## src/rtl/rps_move_capture.sv

```systemverilog
// rps_move_capture: syncs and debounces six buttons and locks each player's first move; `RPS_CPU_OPPONENT_EN swaps player 2 for an LFSR opponent.
// Latency: a stable raw press locks DEBOUNCE_CYCLES+3 edges later; PRESENT follows the edge after both players are locked.
// Backpressure: moves held in PRESENT until round_ack; press events arriving outside COLLECT are dropped, never queued.
module rps_move_capture #(
    parameter int DEBOUNCE_CYCLES = 250000,
    parameter int DB_W            = 18
) (
    input  logic       clk,
    input  logic       rst,
    input  logic       btn_rock1,
    input  logic       btn_paper1,
    input  logic       btn_scissors1,
    input  logic       btn_rock2,
    input  logic       btn_paper2,
    input  logic       btn_scissors2,
    input  logic       round_ack,
    output logic       rock1,
    output logic       paper1,
    output logic       scissors1,
    output logic       rock2,
    output logic       paper2,
    output logic       scissors2,
    output logic       round_valid,
    output logic       lock1,
    output logic       lock2,
    output logic [3:0] round_cnt
);

    typedef enum logic [1:0] {
        COLLECT = 2'd0,
        PRESENT = 2'd1,
        CLEAR   = 2'd2
    } state_t;

    localparam logic [DB_W-1:0] DB_LAST = DB_W'(DEBOUNCE_CYCLES - 1);

    // Bit order per player: [0]=rock, [1]=paper, [2]=scissors; player 2 in [5:3].
    logic [5:0]      raw;
    logic [5:0]      sync1;
    logic [5:0]      sync2;
    logic [5:0]      db;
    logic [5:0]      db_q;
    logic [5:0]      press;
    logic [DB_W-1:0] db_cnt [6];

    state_t     state;
    state_t     state_nxt;
    logic       lock1_q;
    logic       lock2_q;
    logic [2:0] mv1_q;
    logic [2:0] mv2_q;
    logic [3:0] cnt_q;
    logic       p1_take;
    logic       p2_take;
    logic [2:0] p2_mv;

    assign raw = {btn_scissors2, btn_paper2, btn_rock2,
                  btn_scissors1, btn_paper1, btn_rock1};

    always_ff @(posedge clk or negedge rst) begin
        if (!rst) begin
            sync1 <= '0;
            sync2 <= '0;
        end else begin
            sync1 <= raw;
            sync2 <= sync1;
        end
    end

    always_ff @(posedge clk or negedge rst) begin
        if (!rst) begin
            for (int i = 0; i < 6; i++) begin
                db_cnt[i] <= '0;
            end
            db   <= '0;
            db_q <= '0;
        end else begin
            db_q <= db;
            for (int i = 0; i < 6; i++) begin
                if (sync2[i] == db[i]) begin
                    db_cnt[i] <= '0;
                end else if (db_cnt[i] == DB_LAST) begin
                    db_cnt[i] <= '0;
                    db[i]     <= ~db[i];
                end else begin
                    db_cnt[i] <= db_cnt[i] + 1'b1;
                end
            end
        end
    end

    assign press = db & ~db_q;

    // A player's press only counts when exactly one of their buttons fired this cycle.
    assign p1_take = (press[2:0] == 3'b001) || (press[2:0] == 3'b010) || (press[2:0] == 3'b100);

`ifdef RPS_CPU_OPPONENT_EN
    logic [15:0] lfsr;
    logic        unused_btn2;

    always_ff @(posedge clk or negedge rst) begin
        if (!rst) begin
            lfsr <= 16'hACE1;
        end else begin
            lfsr <= {lfsr[14:0], lfsr[15] ^ lfsr[13] ^ lfsr[12] ^ lfsr[10]};
        end
    end

    assign p2_take     = lock1_q && (lfsr[1:0] != 2'd3);
    assign unused_btn2 = ^press[5:3];

    always_comb begin
        p2_mv = 3'b100;
        case (lfsr[1:0])
            2'd0:    p2_mv = 3'b001;
            2'd1:    p2_mv = 3'b010;
            default: p2_mv = 3'b100;
        endcase
    end
`else
    assign p2_take = (press[5:3] == 3'b001) || (press[5:3] == 3'b010) || (press[5:3] == 3'b100);
    assign p2_mv   = press[5:3];
`endif

    always_ff @(posedge clk or negedge rst) begin
        if (!rst) begin
            state <= COLLECT;
        end else begin
            state <= state_nxt;
        end
    end

    always_comb begin
        state_nxt = state;
        case (state)
            COLLECT: if (lock1_q && lock2_q) state_nxt = PRESENT;
            PRESENT: if (round_ack) state_nxt = CLEAR;
            CLEAR:   state_nxt = COLLECT;
            default: state_nxt = COLLECT;
        endcase
    end

    always_ff @(posedge clk or negedge rst) begin
        if (!rst) begin
            lock1_q <= 1'b0;
            lock2_q <= 1'b0;
            mv1_q   <= '0;
            mv2_q   <= '0;
            cnt_q   <= '0;
        end else if (state == PRESENT && round_ack) begin
            lock1_q <= 1'b0;
            lock2_q <= 1'b0;
            mv1_q   <= '0;
            mv2_q   <= '0;
            cnt_q   <= cnt_q + 4'd1;
        end else if (state == COLLECT) begin
            if (!lock1_q && p1_take) begin
                lock1_q <= 1'b1;
                mv1_q   <= press[2:0];
            end
            if (!lock2_q && p2_take) begin
                lock2_q <= 1'b1;
                mv2_q   <= p2_mv;
            end
        end
    end

    always_comb begin
        round_valid = 1'b0;
        rock1       = 1'b0;
        paper1      = 1'b0;
        scissors1   = 1'b0;
        rock2       = 1'b0;
        paper2      = 1'b0;
        scissors2   = 1'b0;
        if (state == PRESENT) begin
            round_valid                = 1'b1;
            {scissors1, paper1, rock1} = mv1_q;
            {scissors2, paper2, rock2} = mv2_q;
        end
    end

    assign lock1     = lock1_q;
    assign lock2     = lock2_q;
    assign round_cnt = cnt_q;

endmodule

```

## config.mk

```make
export PLATFORM = sky130hd
export DESIGN_NAME = rps_move_capture
export DESIGN_NICKNAME = d
export VERILOG_FILES = /design/src/rtl/rps_move_capture.sv
export SDC_FILE = /design/constraint.sdc
export NUM_CORES = 1
export LEC_CHECK = 0
export CAP_MARGIN = 20
export CORE_MARGIN = 2
export CORE_UTILIZATION = 66
export CTS_BUF_LIST = sky130_fd_sc_hd__clkbuf_16
export DETAILED_ROUTE_END_ITERATION = 7
export PLACE_DENSITY = 0.85
export SETUP_SLACK_MARGIN = 0.05
export SLEW_MARGIN = 20
export SYNTH_ARGS = -nofsm -noshare
export SYNTH_HDL_FRONTEND = slang
export SYNTH_SLANG_ARGS = --single-unit
```

## constraint.sdc

```tcl
create_clock -name clk -period 5.43 [get_ports clk]
set_input_delay 0.543 -clock clk [delete_from_list [all_inputs] [get_ports clk]]
set_output_delay 0.543 -clock clk [all_outputs]
set_load 0.01 [all_outputs]
```

**After elaboration in Yosys (flattened, before gate mapping)**

Index checks and enable logic that the tools add are counted.

- Bits in registers: 146
- Input port bits: 9
- Output and inout bits: 13
- Logic and storage cells: 120

- Add/subtract/negate cells: 7
- Equal/unequal tests: 21
- Multiplexer cells: 34
- Bitwise logic cells: 14
- Reductions and logical operators: 23

Operators with widths:

| operator | count |
|---|---|
| 2-to-1 mux 18 bit | 12 |
| adder 18 x 1 -> 18 bit, second input constant | 6 |
| equality test 18 bit, second input constant | 6 |
| 2-to-1 mux 3 bit | 6 |
| AND reduction 2 bit | 9 |
| 2-to-1 mux 1 bit | 13 |
| NOT 1 bit | 12 |
| AND 6 bit | 1 |
| equality test 1 bit | 6 |
| equality test 3 x 1 -> 1 bit, second input constant | 2 |
| equality test 3 x 2 -> 1 bit, second input constant | 2 |
| equality test 3 bit, second input constant | 2 |
| NOT 6 bit | 1 |
| nonzero test 2 bit | 3 |
| adder 4 x 1 -> 4 bit, second input constant | 1 |
| logical AND 1 bit | 4 |
| logical OR 1 bit | 4 |
| 2-to-1 mux 2 bit | 2 |
| inequality test 2 bit, second input constant | 2 |
| one-hot mux 2 bit (2 select lines) | 1 |
| equality test 2 x 1 -> 1 bit, second input constant | 1 |
| zero test 1 bit | 2 |
| zero test 2 bit | 1 |

**Depth between registers and ports, before layout**

Gate-level depths: netlist (run 1).

- Depth after elaboration: 9
- Mapped depth: 6
- Gate-level depth less buffers: 5

**Worst setup path after synthesis (run 1)**

OpenSTA, ideal clock, no wires.

- Kind: reg2reg
- Start: reg db_cnt[31] (netlist bit)
- End: reg db[4]
- Setup time: 125 ps
- Data arrival time: 1891 ps
- Required time: 5305 ps
- Path slack: 3414 ps
- Cell stages (with the launch flop): 5
- Buffers on the path: 0
- Period minus slack after synthesis: 2016 ps
- Cell sequence: dfrtp_1 or4b_1 or4_4 nor2_1 mux2_2

- Cells in the longest elaborated chain, start to end: 2

Ends and longest elaborated chain:

| what | line | text |
|---|---|---|
| start: declaration | 44 | `logic [DB_W-1:0] db_cnt [6];` |
| start signal: indexed assignment | 86 | `db_cnt[i] <= db_cnt[i] + 1'b1;` |
| equality test 18 bit | 82 | `end else if (db_cnt[i] == DB_LAST) begin` |
| AND reduction 2 bit (no line) | -- |  |
| end signal: indexed assignment | 84 | `db[i] <= ~db[i];` |
| end: declaration | 41 | `logic [5:0] db;` |

Every way passes these cells.
A chain may end at the register's enable or synchronous reset.

**Final worst setup path (run 1)**

- Start: reg state[0]
- End: out rock1

- Cells in the longest elaborated chain, start to end: 2

Ends and longest elaborated chain:

| what | line | text |
|---|---|---|
| start: declaration | 46 | `state_t state;` |
| start signal: assignment | 129 | `state <= state_nxt;` |
| equality test 2 x 1 -> 1 bit | 176 | `if (state == PRESENT) begin` |
| 2-to-1 mux 1 bit | 176 |  |
| end: declaration | 17 | `output logic rock1,` |

Every way passes these cells.

==> flow_summary.json, run 1 <==
{
  "layout_setup_ws_ns": 2.70,
  "drt_pass1_iterations": 5,
  "cts.path.max_buffers": 2,
  "regArea_mm2": 0.00365,
  "vias": 5010,
  "synth_async_sr_flop_share_pct": 100,
  "worstPathRequired_ns": 4.89,
  "cts_tree": "yes",
  "numCtsBuffers": 17,
  "clock_latency_ns": 0.43,
  "multi_input_area_mm2": 0.00306,
  "start_util_pct": 66.9,
  "ctsResizeCount": 0,
  "finalMaxSlewViolations": 0,
  "grt_pass1_wl_um": 22400,
  "status": "finished clean",
  "pwr-share-comb_pct": 5.7,
  "wl_per_cell_um": 15.6,
  "cts.clk_slew.worst_paths_ns": 0.06,
  "cts_hold_buf": 0,
  "p_seq_share_pct": 44.8,
  "synth.most_common_cell": "dfrtp_1",
  "arrival_ns": 2.19,
  "grt.overflow.total": 0,
  "wl_um": 13000,
  "maxCapViolCount": 0,
  "setup.worst_path.end_class": "primary output",
  "final_cell_area_mm2": 0.00783,
  "reg2regPathDepth": 5,
  "fin_crit_sh_pct": 50.3,
  "yosysTopAreaCell": "dfrtp_1",
  "slew_headroom_pct": 36.5,
  "yosys_register_bits": 146,
  "setup_violations": 0,
  "die_h_um": 106,
  "p_leak_nw": 3.27,
  "drive_gt1_share_pct": 8.76,
  "p_int_mw": 2.04,
  "die_w_um": 106,
  "hpwl_um": 8300,
  "diodes": 0,
  "syn2layout_area_growth_pct": 15.0,
  "worst_setup_path_start_kind": "register",
  "final_util_pct": 76.9,
  "critPathKind": "register to primary output",
  "layout_min_cycle_time_ns": 2.73,
  "cts_setup_buffers": 0,
  "htreeDepth": 4,
  "worstMarginPinSlew_ns": 0.949,
  "clkSinkCount": 146,
  "core_area_mm2": 0.0102,
  "placementRows": 37,
  "io-pin-count": 22,
  "power.density_mw_per_mm2": 331,
  "final_cells": 832,
  "ys_types": 42,
  "ys_warn_count": 0,
  "die_area_mm2": 0.0112,
  "drcViolationCount": 0,
  "ir_drop_uv": 435,
  "dp_cells": 800,
  "synth.avg_cell_area_um2": 10.5,
  "ys_seq_area_share_pct": 53.6,
  "rsz0062_at_grt": "no",
  "grt_antenna_before_repair": 0,
  "worstPathMaxFanout": 8,
  "syn-num-nets": 663,
  "routed_via_density": 6.02,
  "gp_congestion": 0.888,
  "place_ws_ns": 3.14,
  "hold_viol_final": 0,
  "placed_cell_area_mm2": 0.00719,
  "startpoint": "state[0]",
  "max_clock_freq_ghz": 0.366,
  "ys_top_cells_by_area": "dfrtp_1, xnor2_1, nor2_1, xor2_1, nand4_1",
  "ant_nets": 0,
  "cts_root_buf": "clkbuf_16",
  "p_clk_share_pct": 49.5,
  "numPortBuffers": 21,
  "ys.flop_type": "dfrtp_1",
  "switchingPower_mw": 0.553,
  "synth_top_area_share_pct": 53.6,
  "grt_pass1_vias": 4924,
  "grt_max_degree": 96,
  "synth_edf_count": 0,
  "drt_iter0_drc": 216,
  "fin_worst_skew_ns": 0.00601,
  "hold_class": "input port to async pin",
  "synthCells": 647,
  "grt_usage_pct": 25.3,
  "num-fill-cells": 640,
  "swShare_pct": 21.3,
  "netlist_area_mm2": 0.00681,
  "r2r_start": "db_cnt[64]",
  "ys_top_cells_by_count": "dfrtp_1, nor2_1, xnor2_1",
  "setup_tns_ns": 0,
  "final_nets": 699
}
cell families after synthesis:
family | synth area share (%)
AO/OA/AOI/OAI | 4.72
XOR/XNOR | 11.8
adder cells (fa/ha/maj) | 1.29
buffers and inverters | 1.51
flip-flops | 53.6
multiplexers | 1.95
AND/OR/NAND/NOR | 25.1
layout by cell type, fill, tap and decap left out, types with 5 or more instances in the layout:
cell | Yosys | final
dfrtp_1 | 146 | 146
nor2_1 | 105 | 105
xnor2_1 | 51 | 51
nand2_1 | 42 | 42
xor2_1 | 41 | 41
nand4_1 | 35 | 35
nand3_1 | 35 | 35
nor4_1 | 29 | 29
clkdlybuf4s50_1 | 0 | 20
inv_1 | 15 | 17
clkbuf_16 | 0 | 17
a21oi_1 | 15 | 15
nor3_1 | 12 | 12
and4_1 | 11 | 11
and2_1 | 11 | 11
mux2_2 | 10 | 10
o21ai_0 | 9 | 9
o31ai_1 | 8 | 8
or4_1 | 8 | 8
nor2b_1 | 8 | 8
ha_1 | 7 | 7
bufinv_16 | 0 | 6
buf_4 | 0 | 5
cell type report:
type / instances / share of cell area [%]
multi-input combinational: 477 / 39.0
tap: 136 / 2.17
inverter: 15 / 0.719
clock inverter: 15 / 2.83
sequential: 146 / 46.6
clock buffer: 17 / 5.43
timing repair buffer: 26 / 3.18
worst max-delay path, cell delays in order, from the launching register on:
cell	delay (ns)
dfrtp_1	0.39
nor2b_1	0.61
and2_1	0.22
clkdlybuf4s50_1	0.54
worst paths after layout:
kind,endpoint,slack [ns]
min,db_cnt[12],0.20
max in group asynchronous,sync1[2],4.06
min reg2reg,sync2[1],0.35
max reg2reg,db_cnt[69],3.26
min in group clk,sync2[1],0.35
max,rock1,2.70
power by group through the flow:
stage	sequential (mW)	clock [mW]	combinational, mW
after global routing	1.17	1.34	0.167
after global placement	1.18	0	0.142
after detailed placement	1.18	0	0.147
after CTS	1.16	1.30	0.151
final	1.16	1.29	0.147
after floorplan	1.18	0	0.0624
routing by layer:
metal / vias up / routed length [um] / track usage, %
met2: 116 / 6400 / 40.4
met3: 22 / 603 / 6.43
li1: 2366 / - / -
met4: 0 / 298 / 12.1
met1: 2506 / 5670 / 32.6
met5: - / 0 / 0
through the flow:
step,power (mW),hold slack (ns)
2_1_floorplan,1.24,0.247
3_3_place_gp,1.32,0.334
3_5_place_dp,1.33,0.335
4_1_cts,2.61,0.228
5_1_grt,2.68,0.264
6_report,2.59,0.197
registers in the layout, summed over array words and instances, names as in the netlist:
signal,count
lock2,1
db,6
lock1,1
db_cnt,108
state,2
mv2_q,3
sync2,6
sync1,6
db_q,6
mv1_q,3
round_cnt,4
(Power assumes the default switching activity.)
==> run 2, diff against run 1 <==
--- a/config.mk
+++ b/config.mk
@@ -7,10 +7,10 @@
 export LEC_CHECK = 0
 export CAP_MARGIN = 20
 export CORE_MARGIN = 2
-export CORE_UTILIZATION = 66
+export CORE_UTILIZATION = 55
 export CTS_BUF_LIST = sky130_fd_sc_hd__clkbuf_16
 export DETAILED_ROUTE_END_ITERATION = 7
-export PLACE_DENSITY = 0.85
+export PLACE_DENSITY = 0.75
 export SETUP_SLACK_MARGIN = 0.05
 export SLEW_MARGIN = 20
 export SYNTH_ARGS = -nofsm -noshare
==> constraint.sdc (replaced) <==
create_clock -name clk -period 2.22 [get_ports clk]
set_input_delay 0.222 -clock clk [delete_from_list [all_inputs] [get_ports clk]]
set_output_delay 0.222 -clock clk [all_outputs]
set_load 0.01 [all_outputs]
==> run 2 against run 1 <==
Effect of this change: critical path depth is 1 higher; clock power is 110% higher; worst setup slack worse by 2.6 ns; total power is 130% higher; via count is 1.7% lower; utilization is 11 points lower.
==> flow_summary.json, run 2 (synthesized netlist as in run 1, its figures left out) <==
{
  "crit_buf_inv": 2,
  "setup.worst_path.end_class": "primary output",
  "htreeDepth": 4,
  "final_common_cell": "dfrtp_1",
  "grt_pass1_vias": 4922,
  "power.density_mw_per_mm2": 743,
  "worstPathMaxFanout": 8,
  "syn2layout_area_growth_pct": 16.4,
  "setup_tns_ns": 0,
  "wl_um": 12900,
  "max_clock_freq_ghz": 0.478,
  "path_cells": "nor2b_1 -> buf_4 -> and2_1 -> clkdlybuf4s50_1",
  "cts_root_buf": "clkbuf_16",
  "placementRows": 40,
  "start_util_pct": 56.5,
  "drt_pass1_iterations": 4,
  "power_mw": 5.89,
  "final_nets": 714,
  "placed_cell_area_mm2": 0.00737,
  "ant_nets": 0,
  "crit_path_max_incr_delay_ns": 0.55,
  "layout_common_cells": "dfrtp_1, nor2_1, xnor2_1",
  "vias": 4925,
  "cp_slowest_cell": "clkdlybuf4s50_1",
  "die_h_um": 115,
  "ir_drop_uv": 634,
  "largest_reg_flops": 108,
  "die_w_um": 115,
  "hold_viol_final": 0,
  "grt_max_degree": 68,
  "holdCritStartpoint": "btn_scissors1",
  "numCtsBuffers": 17,
  "worstPathRequired_ns": 2.00,
  "top_register": "db_cnt",
  "r2r_start": "db_cnt[24]",
  "fin_worst_skew_ns": 0.00637,
  "fin_crit_sh_pct": 94.2,
  "worst_setup_path_start_kind": "register",
  "p_leak_nw": 3.30,
  "maxCapViolCount": 0,
  "gp_congestion": 0.853,
  "arrival_ns": 1.87,
  "grt_antenna_before_repair": 0,
  "holdWs_ns": 0.244,
  "clkSinkCount": 146,
  "status": "finished clean",
  "die_area_mm2": 0.0133,
  "layout_min_cycle_time_ns": 2.09,
  "drcViolationCount": 0,
  "grt_usage_pct": 21.5,
  "startpoint": "state[0]",
  "clock_latency_ns": 0.42,
  "numPortBuffers": 21,
  "rsz0062_at_grt": "no",
  "routed_via_density": 5.61,
  "final_cell_area_mm2": 0.00793,
  "grt_pass1_wl_um": 22600,
  "cp_top_family": "buffers and inverters",
  "final_util_pct": 65.7,
  "core_area_mm2": 0.0121,
  "diodes": 0,
  "drive_gt1_share_pct": 10.6,
  "slew_headroom_pct": 58.3,
  "cts.path.max_buffers": 2,
  "critPathKind": "register to primary output",
  "cts.clk_slew.worst_paths_ns": 0.06,
  "io-pin-count": 22,
  "wl_per_cell_um": 14.7,
  "hpwl_um": 8930,
  "cts_tree": "yes",
  "setup_violations": 0,
  "ctsResizeCount": 0,
  "worstMarginPinSlew_ns": 0.626,
  "drt_iter0_drc": 369,
  "grt.overflow.total": 0,
  "hold_class": "input port to register",
  "finalMaxSlewViolations": 0,
  "num-fill-cells": 922
}
## run 2: final timing paths
| path | endpoint | slack [ns] | cells after the start |
|---|---|---|---|
| min in group asynchronous | db_cnt[101] | 0.38 | 2 |
| worst min-delay path | sync1[2] | 0.24 | 1 |
| worst max register to register | db[4] | 0.14 | 4 |
| worst min register to register | sync2[5] | 0.35 | 0 |
| max in group asynchronous | db_cnt[19] | 1.18 | 3 |
| worst max-delay path | scissors1 | 0.13 | 4 |
## run 2: report_power, final
group          internal (mW)  switching, mW
combinational          0.183          0.200
sequential              2.75         0.0818
clock                   1.62           1.05
total                   4.55           1.34
## run 2: cell type report
cell class | count | area [um^2] | share of cell area [%]
flip-flops and latches | 146 | 3650 | 46.1
repair buffers | 41 | 402 | 5.07
clock inverters | 14 | 125 | 1.58
clock buffers | 17 | 425 | 5.37
inverters | 15 | 56.3 | 0.710
well taps | 168 | 210 | 2.65
multi-input cells | 477 | 3060 | 38.6
## run 2: timing repair
action                                 in CTS  in global routing
hold buffers                                1                  0
endpoints found under the hold margin      64                  0
buffers inserted                            0                  0
## run 2: layer usage
metal  vias up  global-route usage, %  share of wire [%]
li1       2400                      -                  -
met1      2422                   28.4                 46
met2        81                   34.1                 48
met3        22                   5.80                3.5
met4         0                   8.76                2.3
met5         -                      0                  0
## run 2: metrics by stage
step	std cells	worst slack, ns
2_1_floorplan	647	0.204
3_3_place_gp	846	0.179
3_5_place_dp	846	0.142
4_1_cts	878	0.0997
5_1_grt	878	0.0723
6_report	878	0.129
## run 2: worst register-to-register path, cell delays in order (launching register included)
cell	delay (ns)
dfrtp_1	0.42
or4b_1	0.53
or4_4	0.55
nor2_1	0.11
mux2_2	0.36
==> run 3, diff against run 2 <==
--- a/config.mk
+++ b/config.mk
@@ -5,7 +5,6 @@
 export SDC_FILE = /design/constraint.sdc
 export NUM_CORES = 1
 export LEC_CHECK = 0
-export CAP_MARGIN = 20
 export CORE_MARGIN = 2
 export CORE_UTILIZATION = 55
 export CTS_BUF_LIST = sky130_fd_sc_hd__clkbuf_16
==> results of run 3 <==
The final DEF is identical to that of run 2; final timing and power are the same.
